<file path="src/rtl/sequence_game_pkg.sv">
// Shared types and helpers for the sequence game engine: state encodings,
// LFSR feedback mask and width helpers.
package sequence_game_pkg;

  typedef enum logic [3:0] {
    ST_IDLE     = 4'd0,
    ST_GEN      = 4'd1,
    ST_PLAY_ON  = 4'd2,
    ST_PLAY_GAP = 4'd3,
    ST_WAIT     = 4'd4,
    ST_CHECK    = 4'd5,
    ST_WON      = 4'd6,
    ST_LOST     = 4'd7
  } game_state_t;

  // Right-shifting Galois mask for x^16+x^14+x^13+x^11+1
  localparam logic [15:0] LFSR_TAPS = 16'hB400;

  function automatic int idx_width(input int n);
    return (n > 1) ? $clog2(n) : 1;
  endfunction

  function automatic int level_width(input int max_len);
    return $clog2(max_len + 1);
  endfunction

endpackage

</file>
<file path="src/rtl/sequence_game_core_if.sv">
// Board-side bundle of the game engine: start/keys in, LEDs and status out.
interface sequence_game_core_if
  import sequence_game_pkg::*;
#(
  parameter int NUM_NOTES = 4,
  parameter int MAX_LEN   = 16
);
  localparam int LVLW = level_width(MAX_LEN);

  logic                 start;
  logic [NUM_NOTES-1:0] note_inputs;
  logic [NUM_NOTES-1:0] note_outputs;
  logic [3:0]           state;
  logic [LVLW-1:0]      level;
  logic                 won;
  logic                 lost;

  modport master (
    output start, note_inputs,
    input  note_outputs, state, level, won, lost
  );

  modport slave (
    input  start, note_inputs,
    output note_outputs, state, level, won, lost
  );
endinterface

</file>
<file path="src/rtl/note_lfsr.sv">
// Free-running 16-bit Galois LFSR folded down to a note index in 0..NUM_NOTES-1.
module note_lfsr
  import sequence_game_pkg::*;
#(
  parameter int          NUM_NOTES = 4,
  parameter logic [15:0] LFSR_SEED = 16'hACE1,
  localparam int         IDXW      = idx_width(NUM_NOTES)
) (
  input  logic            clk,
  input  logic            reset,
  output logic [IDXW-1:0] note
);
  logic [15:0]     lfsr_reg;
  logic [15:0]     lfsr_next;
  logic [IDXW-1:0] raw_idx;

  always_comb begin
    lfsr_next = lfsr_reg >> 1;
    if (lfsr_reg[0]) lfsr_next = lfsr_next ^ LFSR_TAPS;
  end

  always_ff @(posedge clk or posedge reset) begin
    if (reset) lfsr_reg <= LFSR_SEED;
    else       lfsr_reg <= lfsr_next;
  end

  assign raw_idx = lfsr_reg[IDXW-1:0];

  // Raw index is below 2*NUM_NOTES, so one conditional subtract is enough
  generate
    if (NUM_NOTES == (1 << IDXW)) begin : g_pow2
      assign note = raw_idx;
    end else begin : g_fold
      assign note = ({1'b0, raw_idx} >= (IDXW+1)'(NUM_NOTES))
                  ? IDXW'({1'b0, raw_idx} - (IDXW+1)'(NUM_NOTES))
                  : raw_idx;
    end
  endgenerate
endmodule

</file>
<file path="src/rtl/sequence_game_core.sv">
// Simon-style engine: grow sequence, play it back, check presses one by one.
// Define SEQUENCE_GAME_TIMEOUT_EN to lose after TIMEOUT idle cycles in WAIT.
module sequence_game_core
  import sequence_game_pkg::*;
#(
  parameter int          NUM_NOTES   = 4,
  parameter int          MAX_LEN     = 16,
  parameter int unsigned NOTE_PERIOD = 25000000,
  parameter int unsigned GAP_PERIOD  = 12500000,
  parameter logic [15:0] LFSR_SEED   = 16'hACE1,
  parameter int unsigned TIMEOUT     = 250000000
) (
  input  logic                 clk,
  input  logic                 reset,
  sequence_game_core_if.slave  bus
);
  localparam int IDXW = idx_width(NUM_NOTES);
  localparam int LVLW = level_width(MAX_LEN);
  localparam int AW   = idx_width(MAX_LEN);

  game_state_t          state_reg, state_next;
  logic [LVLW-1:0]      level_reg, level_next;
  logic [LVLW-1:0]      idx_reg, idx_next, idx_plus_one;
  logic [31:0]          timer_reg, timer_next;
  logic [NUM_NOTES-1:0] prev_keys_reg, rise_reg, rise_next, rise_now;
  logic [NUM_NOTES-1:0] cur_onehot;
  logic [IDXW-1:0]      new_note;
  logic                 seq_we;
  logic [IDXW-1:0]      seq_mem [MAX_LEN];

  note_lfsr #(
    .NUM_NOTES (NUM_NOTES),
    .LFSR_SEED (LFSR_SEED)
  ) u_lfsr (
    .clk   (clk),
    .reset (reset),
    .note  (new_note)
  );

  always_ff @(posedge clk) begin
    if (seq_we) seq_mem[level_reg[AW-1:0]] <= new_note;
  end

  assign idx_plus_one = idx_reg + LVLW'(1);
  assign cur_onehot   = NUM_NOTES'(1) << seq_mem[idx_reg[AW-1:0]];
  // prev_keys tracks every cycle, so keys already down on WAIT entry never rise
  assign rise_now     = bus.note_inputs & ~prev_keys_reg;

  always_ff @(posedge clk or posedge reset) begin
    if (reset) begin
      state_reg     <= ST_IDLE;
      level_reg     <= '0;
      idx_reg       <= '0;
      timer_reg     <= '0;
      prev_keys_reg <= '0;
      rise_reg      <= '0;
    end else begin
      state_reg     <= state_next;
      level_reg     <= level_next;
      idx_reg       <= idx_next;
      timer_reg     <= timer_next;
      prev_keys_reg <= bus.note_inputs;
      rise_reg      <= rise_next;
    end
  end

  always_comb begin
    state_next = state_reg;
    level_next = level_reg;
    idx_next   = idx_reg;
    rise_next  = rise_reg;
    seq_we     = 1'b0;
    case (state_reg)
      ST_IDLE: if (bus.start) state_next = ST_GEN;
      ST_GEN: begin
        seq_we     = 1'b1;
        level_next = level_reg + LVLW'(1);
        idx_next   = '0;
        state_next = ST_PLAY_ON;
      end
      ST_PLAY_ON: if (timer_reg == NOTE_PERIOD - 1) state_next = ST_PLAY_GAP;
      ST_PLAY_GAP: begin
        if (timer_reg == GAP_PERIOD - 1) begin
          if (idx_plus_one < level_reg) begin
            idx_next   = idx_plus_one;
            state_next = ST_PLAY_ON;
          end else begin
            idx_next   = '0;
            state_next = ST_WAIT;
          end
        end
      end
      ST_WAIT: begin
        if (rise_now != '0) begin
          rise_next  = rise_now;
          state_next = ST_CHECK;
        end
`ifdef SEQUENCE_GAME_TIMEOUT_EN
        else if (timer_reg == TIMEOUT - 1) begin
          state_next = ST_LOST;
        end
`endif
      end
      ST_CHECK: begin
        // Exact match against a one-hot also rejects multi-key rises
        if (rise_reg != cur_onehot) begin
          state_next = ST_LOST;
        end else if (idx_plus_one == level_reg) begin
          state_next = (level_reg == LVLW'(MAX_LEN)) ? ST_WON : ST_GEN;
        end else begin
          idx_next   = idx_plus_one;
          state_next = ST_WAIT;
        end
      end
      ST_WON, ST_LOST: begin
        if (bus.start) begin
          level_next = '0;
          state_next = ST_GEN;
        end
      end
      default: state_next = ST_IDLE;
    endcase
    timer_next = (state_next != state_reg) ? '0 : timer_reg + 32'd1;
  end

  always_comb begin
    bus.note_outputs = '0;
    case (state_reg)
      ST_PLAY_ON: bus.note_outputs = cur_onehot;
      ST_WAIT:    bus.note_outputs = bus.note_inputs;
      ST_WON:     bus.note_outputs = '1;
      default:    bus.note_outputs = '0;
    endcase
  end

  assign bus.state = state_reg;
  assign bus.level = level_reg;
  assign bus.won   = (state_reg == ST_WON);
  assign bus.lost  = (state_reg == ST_LOST);
endmodule

</file>
<file path="src/flat_wrapper.sv">
// flat-port wrapper written by rule: the top's interface ports become plain ports
module sequence_game_core_flat import sequence_game_pkg::*;
#(
  parameter int          NUM_NOTES   = 4,
  parameter int          MAX_LEN     = 16,
  parameter int unsigned NOTE_PERIOD = 25000000,
  parameter int unsigned GAP_PERIOD  = 12500000,
  parameter logic [15:0] LFSR_SEED   = 16'hACE1,
  parameter int unsigned TIMEOUT     = 250000000
)
  (clk, reset, bus_start, bus_note_inputs, bus_note_outputs, bus_state, bus_level, bus_won, bus_lost);
  sequence_game_core_if #(.NUM_NOTES(NUM_NOTES), .MAX_LEN(MAX_LEN)) bus_i ();
  input  logic clk;
  input  logic reset;
  input wire logic [$bits(bus_i.start)-1:0] bus_start;
  input wire logic [$bits(bus_i.note_inputs)-1:0] bus_note_inputs;
  output wire logic [$bits(bus_i.note_outputs)-1:0] bus_note_outputs;
  output wire logic [$bits(bus_i.state)-1:0] bus_state;
  output wire logic [$bits(bus_i.level)-1:0] bus_level;
  output wire logic [$bits(bus_i.won)-1:0] bus_won;
  output wire logic [$bits(bus_i.lost)-1:0] bus_lost;
  assign bus_i.start = bus_start;
  assign bus_i.note_inputs = bus_note_inputs;
  assign bus_note_outputs = bus_i.note_outputs;
  assign bus_state = bus_i.state;
  assign bus_level = bus_i.level;
  assign bus_won = bus_i.won;
  assign bus_lost = bus_i.lost;
  sequence_game_core #(.NUM_NOTES(NUM_NOTES), .MAX_LEN(MAX_LEN), .NOTE_PERIOD(NOTE_PERIOD), .GAP_PERIOD(GAP_PERIOD), .LFSR_SEED(LFSR_SEED), .TIMEOUT(TIMEOUT)) u_core (.clk(clk), .reset(reset), .bus(bus_i));
endmodule
</file>
<file path="config.mk">
export PLATFORM = sky130hd
export DESIGN_NAME = sequence_game_core_flat
export DESIGN_NICKNAME = d
export VERILOG_FILES = /design/src/rtl/sequence_game_pkg.sv /design/src/rtl/sequence_game_core_if.sv /design/src/rtl/note_lfsr.sv /design/src/rtl/sequence_game_core.sv /design/src/flat_wrapper.sv
export SDC_FILE = /design/constraint.sdc
export NUM_CORES = 1
export LEC_CHECK = 0
export CORE_ASPECT_RATIO = 1.5
export CORE_MARGIN = 3
export CORE_UTILIZATION = 57
export DETAILED_ROUTE_END_ITERATION = 12
export DONT_BUFFER_PORTS = 1
export HOLD_SLACK_MARGIN = 0.1
export PLACE_DENSITY = 0.79
export REMOVE_ABC_BUFFERS = 1
export SYNTH_ARGS = -nofsm -noshare
export SYNTH_HDL_FRONTEND = slang
export SYNTH_SLANG_ARGS = --single-unit
</file>
<file path="constraint.sdc">
create_clock -name clk -period 2.9 [get_ports clk]
set_input_delay 0 -clock clk [delete_from_list [all_inputs] [get_ports clk]]
set_output_delay 0 -clock clk [all_outputs]
set_load 0.005 [all_outputs]
</file>
==> metrics.yaml <==
grt_max_degree: 46
synth_seq_area_share_pct: 54.6
synth_ff_type: "dfrtp_1"
max_stage_delay_ns: 0.66
fp-row-count: 41
yosys.cell_types.count: 58
clk_latency_ns: 0.35
ctsRootBufferMaster: "clkbuf_16"
fin_crit_sh_pct: 97.7
synthArstFlopShare_pct: 68.6
rsz0062_at_grt: "true"
synth-edff-count: 32
synth.most_common_cell: "dfrtp_1"
crit_type: "reg -> reg"
antenna_found_initial: 0
timing.hold.ws_ns: 0.127
grt-ovfl-total: 0
max_freq_ghz: 0.353
yosys.area.top_type_share_pct: 31.1
grt_pass1_vias: 3513
crit_required_ns: 3.14
drive_above_1_share_pct: 20.2
cp_common_cell: "buf_4"
io_pins: 22
die_width_um: 82.4
period_needed_ns: 2.83
area_growth_pct: 15.6
drc_errors: 0
finalNetCount: 488
initial_utilization_pct: 59.0
outcome: "completed"
utilization_pct: 68.2
place.gp.congestion: 0.843
cts_tree: "built"
finClkSkew_ns: 0.00981
worstHoldPathType: "in -> out"
leakage_nw: 2.34
critical-path-slowest-cell: "or4b_2"
clk_path_buf_depth: 2
max_cap_viol_count: 0
initialDrtViolationCount: 246
synth_top_cells_by_count: "62 x dfrtp_1, 50 x nor2_1, 32 x edfxtp_1, 25 x nand3_1, 24 x nand2_1"
critPathLaunchType: "flip-flop"
crit_path_end_kind: "flip-flop"
wire_per_inst_um: 17.9
arrival_ns: 3.07
first_pass_iters: 4
die_area_um2: 9940
setup_violations: 0
netlist_top_cells_area: "dfrtp_1 31%, edfxtp_1 19%, dfstp_2 4.2%"
core_area_um2: 8460
worst_slew_pin_slew_ns: 0.579
slew-limit-headroom_pct: 61.1
syn_area_per_cell_um2: 11.6
pwr_density_cell_nw_per_um2: 587
hold_viol: 0
grt_pass1_wl_mm: 17.2
cts_buffers: 9
synth_top_area_cell: "dfrtp_1"
vias: 3398
nFillCells: 595
clk_pin_slew_ns: 0.08
dp_hpwl_mm: 7.33
syn_area_um2: 4990
power.total_w: 0.00339
ys_ff_latch: 102
antenna_left: 0
grt_usage_pct: 22.9
dieHeight_um: 121
drv_slew: 0
crit_path_cell_trace: "buf_4 > ha_2 > buf_4 > xor2_1 > ha_1 > o21a_1 > o21ai_1 > or4b_2 > a21oi_1 > o21ai_0 > o311ai_1"
ys_warn_count: 0
diodes: 0
wl_mm: 10.4
port_buffers: 0
cp_max_fo: 5
worst_ir_drop_vdd_mv: 0.479
cts_sinks: 102
htreeDepth: 3
netlist_instances: 431
routed_via_density: 5.84
## what timing repair did
| item | 4_1_cts | 5_1_grt |
|---|---|---|
| hold buffers | 6 | 0 |
| resized for setup | 0 | 18 |
| endpoints found under the setup margin | 0 | 37 |
| buffers inserted | 0 | 3 |
| hold endpoints to repair | 34 | 0 |
## logic make-up after synthesis
logic type / share of synthesized area (%)
AOI/OAI and AO/OA: 6.29
xor gates and xnor gates: 6.85
adders and majority gates: 2.76
buffers and inverters: 2.73
DFF: 54.6
muxes: 5.92
other: 0.0752
and+or+nand+nor: 20.8
## routing by layer
metal,part of all wire [%],up-vias,wire (um),track usage (%)
met2,54,50,5610,38.9
met4,3.2,0,333,9.46
met3,2.6,22,271,4.99
li1,-,1637,-,-
met1,40,1689,4170,27.5
met5,0,-,0,0
## per-stage QoR
step                      instance area (um2)  setup WS (ns)  std cells  TNS [ns]
final                                    5770         0.0671        582         0
after global routing                     5770        -0.0326        582    -0.163
after CTS                                5680         0.0174        578         0
after detailed placement                 5310         0.0301        556         0
after global placement                   5310         0.0840        556         0
after floorplan                          4900         -0.130        418     -3.97
## worst max-delay path, delay by kind of cell, from the launching register on
kind | cells | cell delay, ns
DFF | 1 | 0.45
adders and majority gates | 2 | 0.50
and+or+nand+nor | 1 | 0.66
buffers and inverters | 2 | 0.31
xor gates and xnor gates | 1 | 0.15
AOI/OAI and AO/OA | 5 | 0.66
## placed cells by master (no fill, tap or decap), types with 3 or more instances in the layout
| cell type | count |
|---|---|
| and3_1 | 14 |
| nand4_1 | 11 |
| nand3_1 | 22 |
| xnor2_1 | 16 |
| dfstp_2 | 8 |
| a21oi_1 | 11 |
| a22o_1 | 6 |
| inv_1 | 12 |
| nand2b_1 | 7 |
| and2_1 | 3 |
| nor2_1 | 50 |
| buf_12 | 3 |
| dfrtp_1 | 61 |
| mux2i_1 | 6 |
| dlygate4sd3_1 | 6 |
| buf_4 | 29 |
| o21ai_0 | 6 |
| or4_1 | 4 |
| edfxtp_1 | 32 |
| nor2_2 | 10 |
| nor4_1 | 4 |
| nor2b_1 | 11 |
| clkbuf_16 | 10 |
| nand2_1 | 23 |
| ha_1 | 10 |
| nor3b_1 | 6 |
| nor3_1 | 7 |
| clkinv_8 | 3 |
| mux4_2 | 7 |
| xor2_1 | 22 |
| nand3_2 | 3 |
## cell type report
| type | count | area, um2 | area share [%] |
|---|---|---|---|
| Timing Repair Buffer | 41 | 385 | 6.68 |
| Sequential cell | 102 | 2720 | 47.2 |
| Clock buffer | 9 | 225 | 3.90 |
| Multi-Input combinational cell | 303 | 2170 | 37.5 |
| Inverter | 13 | 48.8 | 0.846 |
| Tap cell | 107 | 134 | 2.32 |
| Clock inverter | 7 | 86.3 | 1.50 |
## path summary, 6_finish.rpt
| check | start | end | slack, ns | depth (start not counted) |
|---|---|---|---|---|
| min reg2reg | u_core.u_lfsr.lfsr_reg[12] | u_core.u_lfsr.lfsr_reg[11] | 0.34 | 0 |
| max | u_core.idx_reg[0] | u_core.idx_reg[2] | 0.07 | 11 |
| min | bus_note_inputs[1] | bus_note_outputs[1] | 0.13 | 2 |
| max reg2reg | u_core.idx_reg[0] | u_core.idx_reg[2] | 0.07 | 11 |
| max in group asynchronous | reset | u_core.timer_reg[11] | 1.80 | 3 |
| min in group asynchronous | reset | u_core.u_lfsr.lfsr_reg[1] | 0.14 | 2 |
## report_power, final
| group | total, W | switching, W | internal, W |
|---|---|---|---|
| clock network | 0.00121 | 0.000591 | 0.000618 |
| registers | 0.00162 | 0.0000813 | 0.00154 |
| logic | 0.000560 | 0.000321 | 0.000239 |
| total | 0.00339 | 0.000993 | 0.00239 |
(Power assumes the default switching activity.)
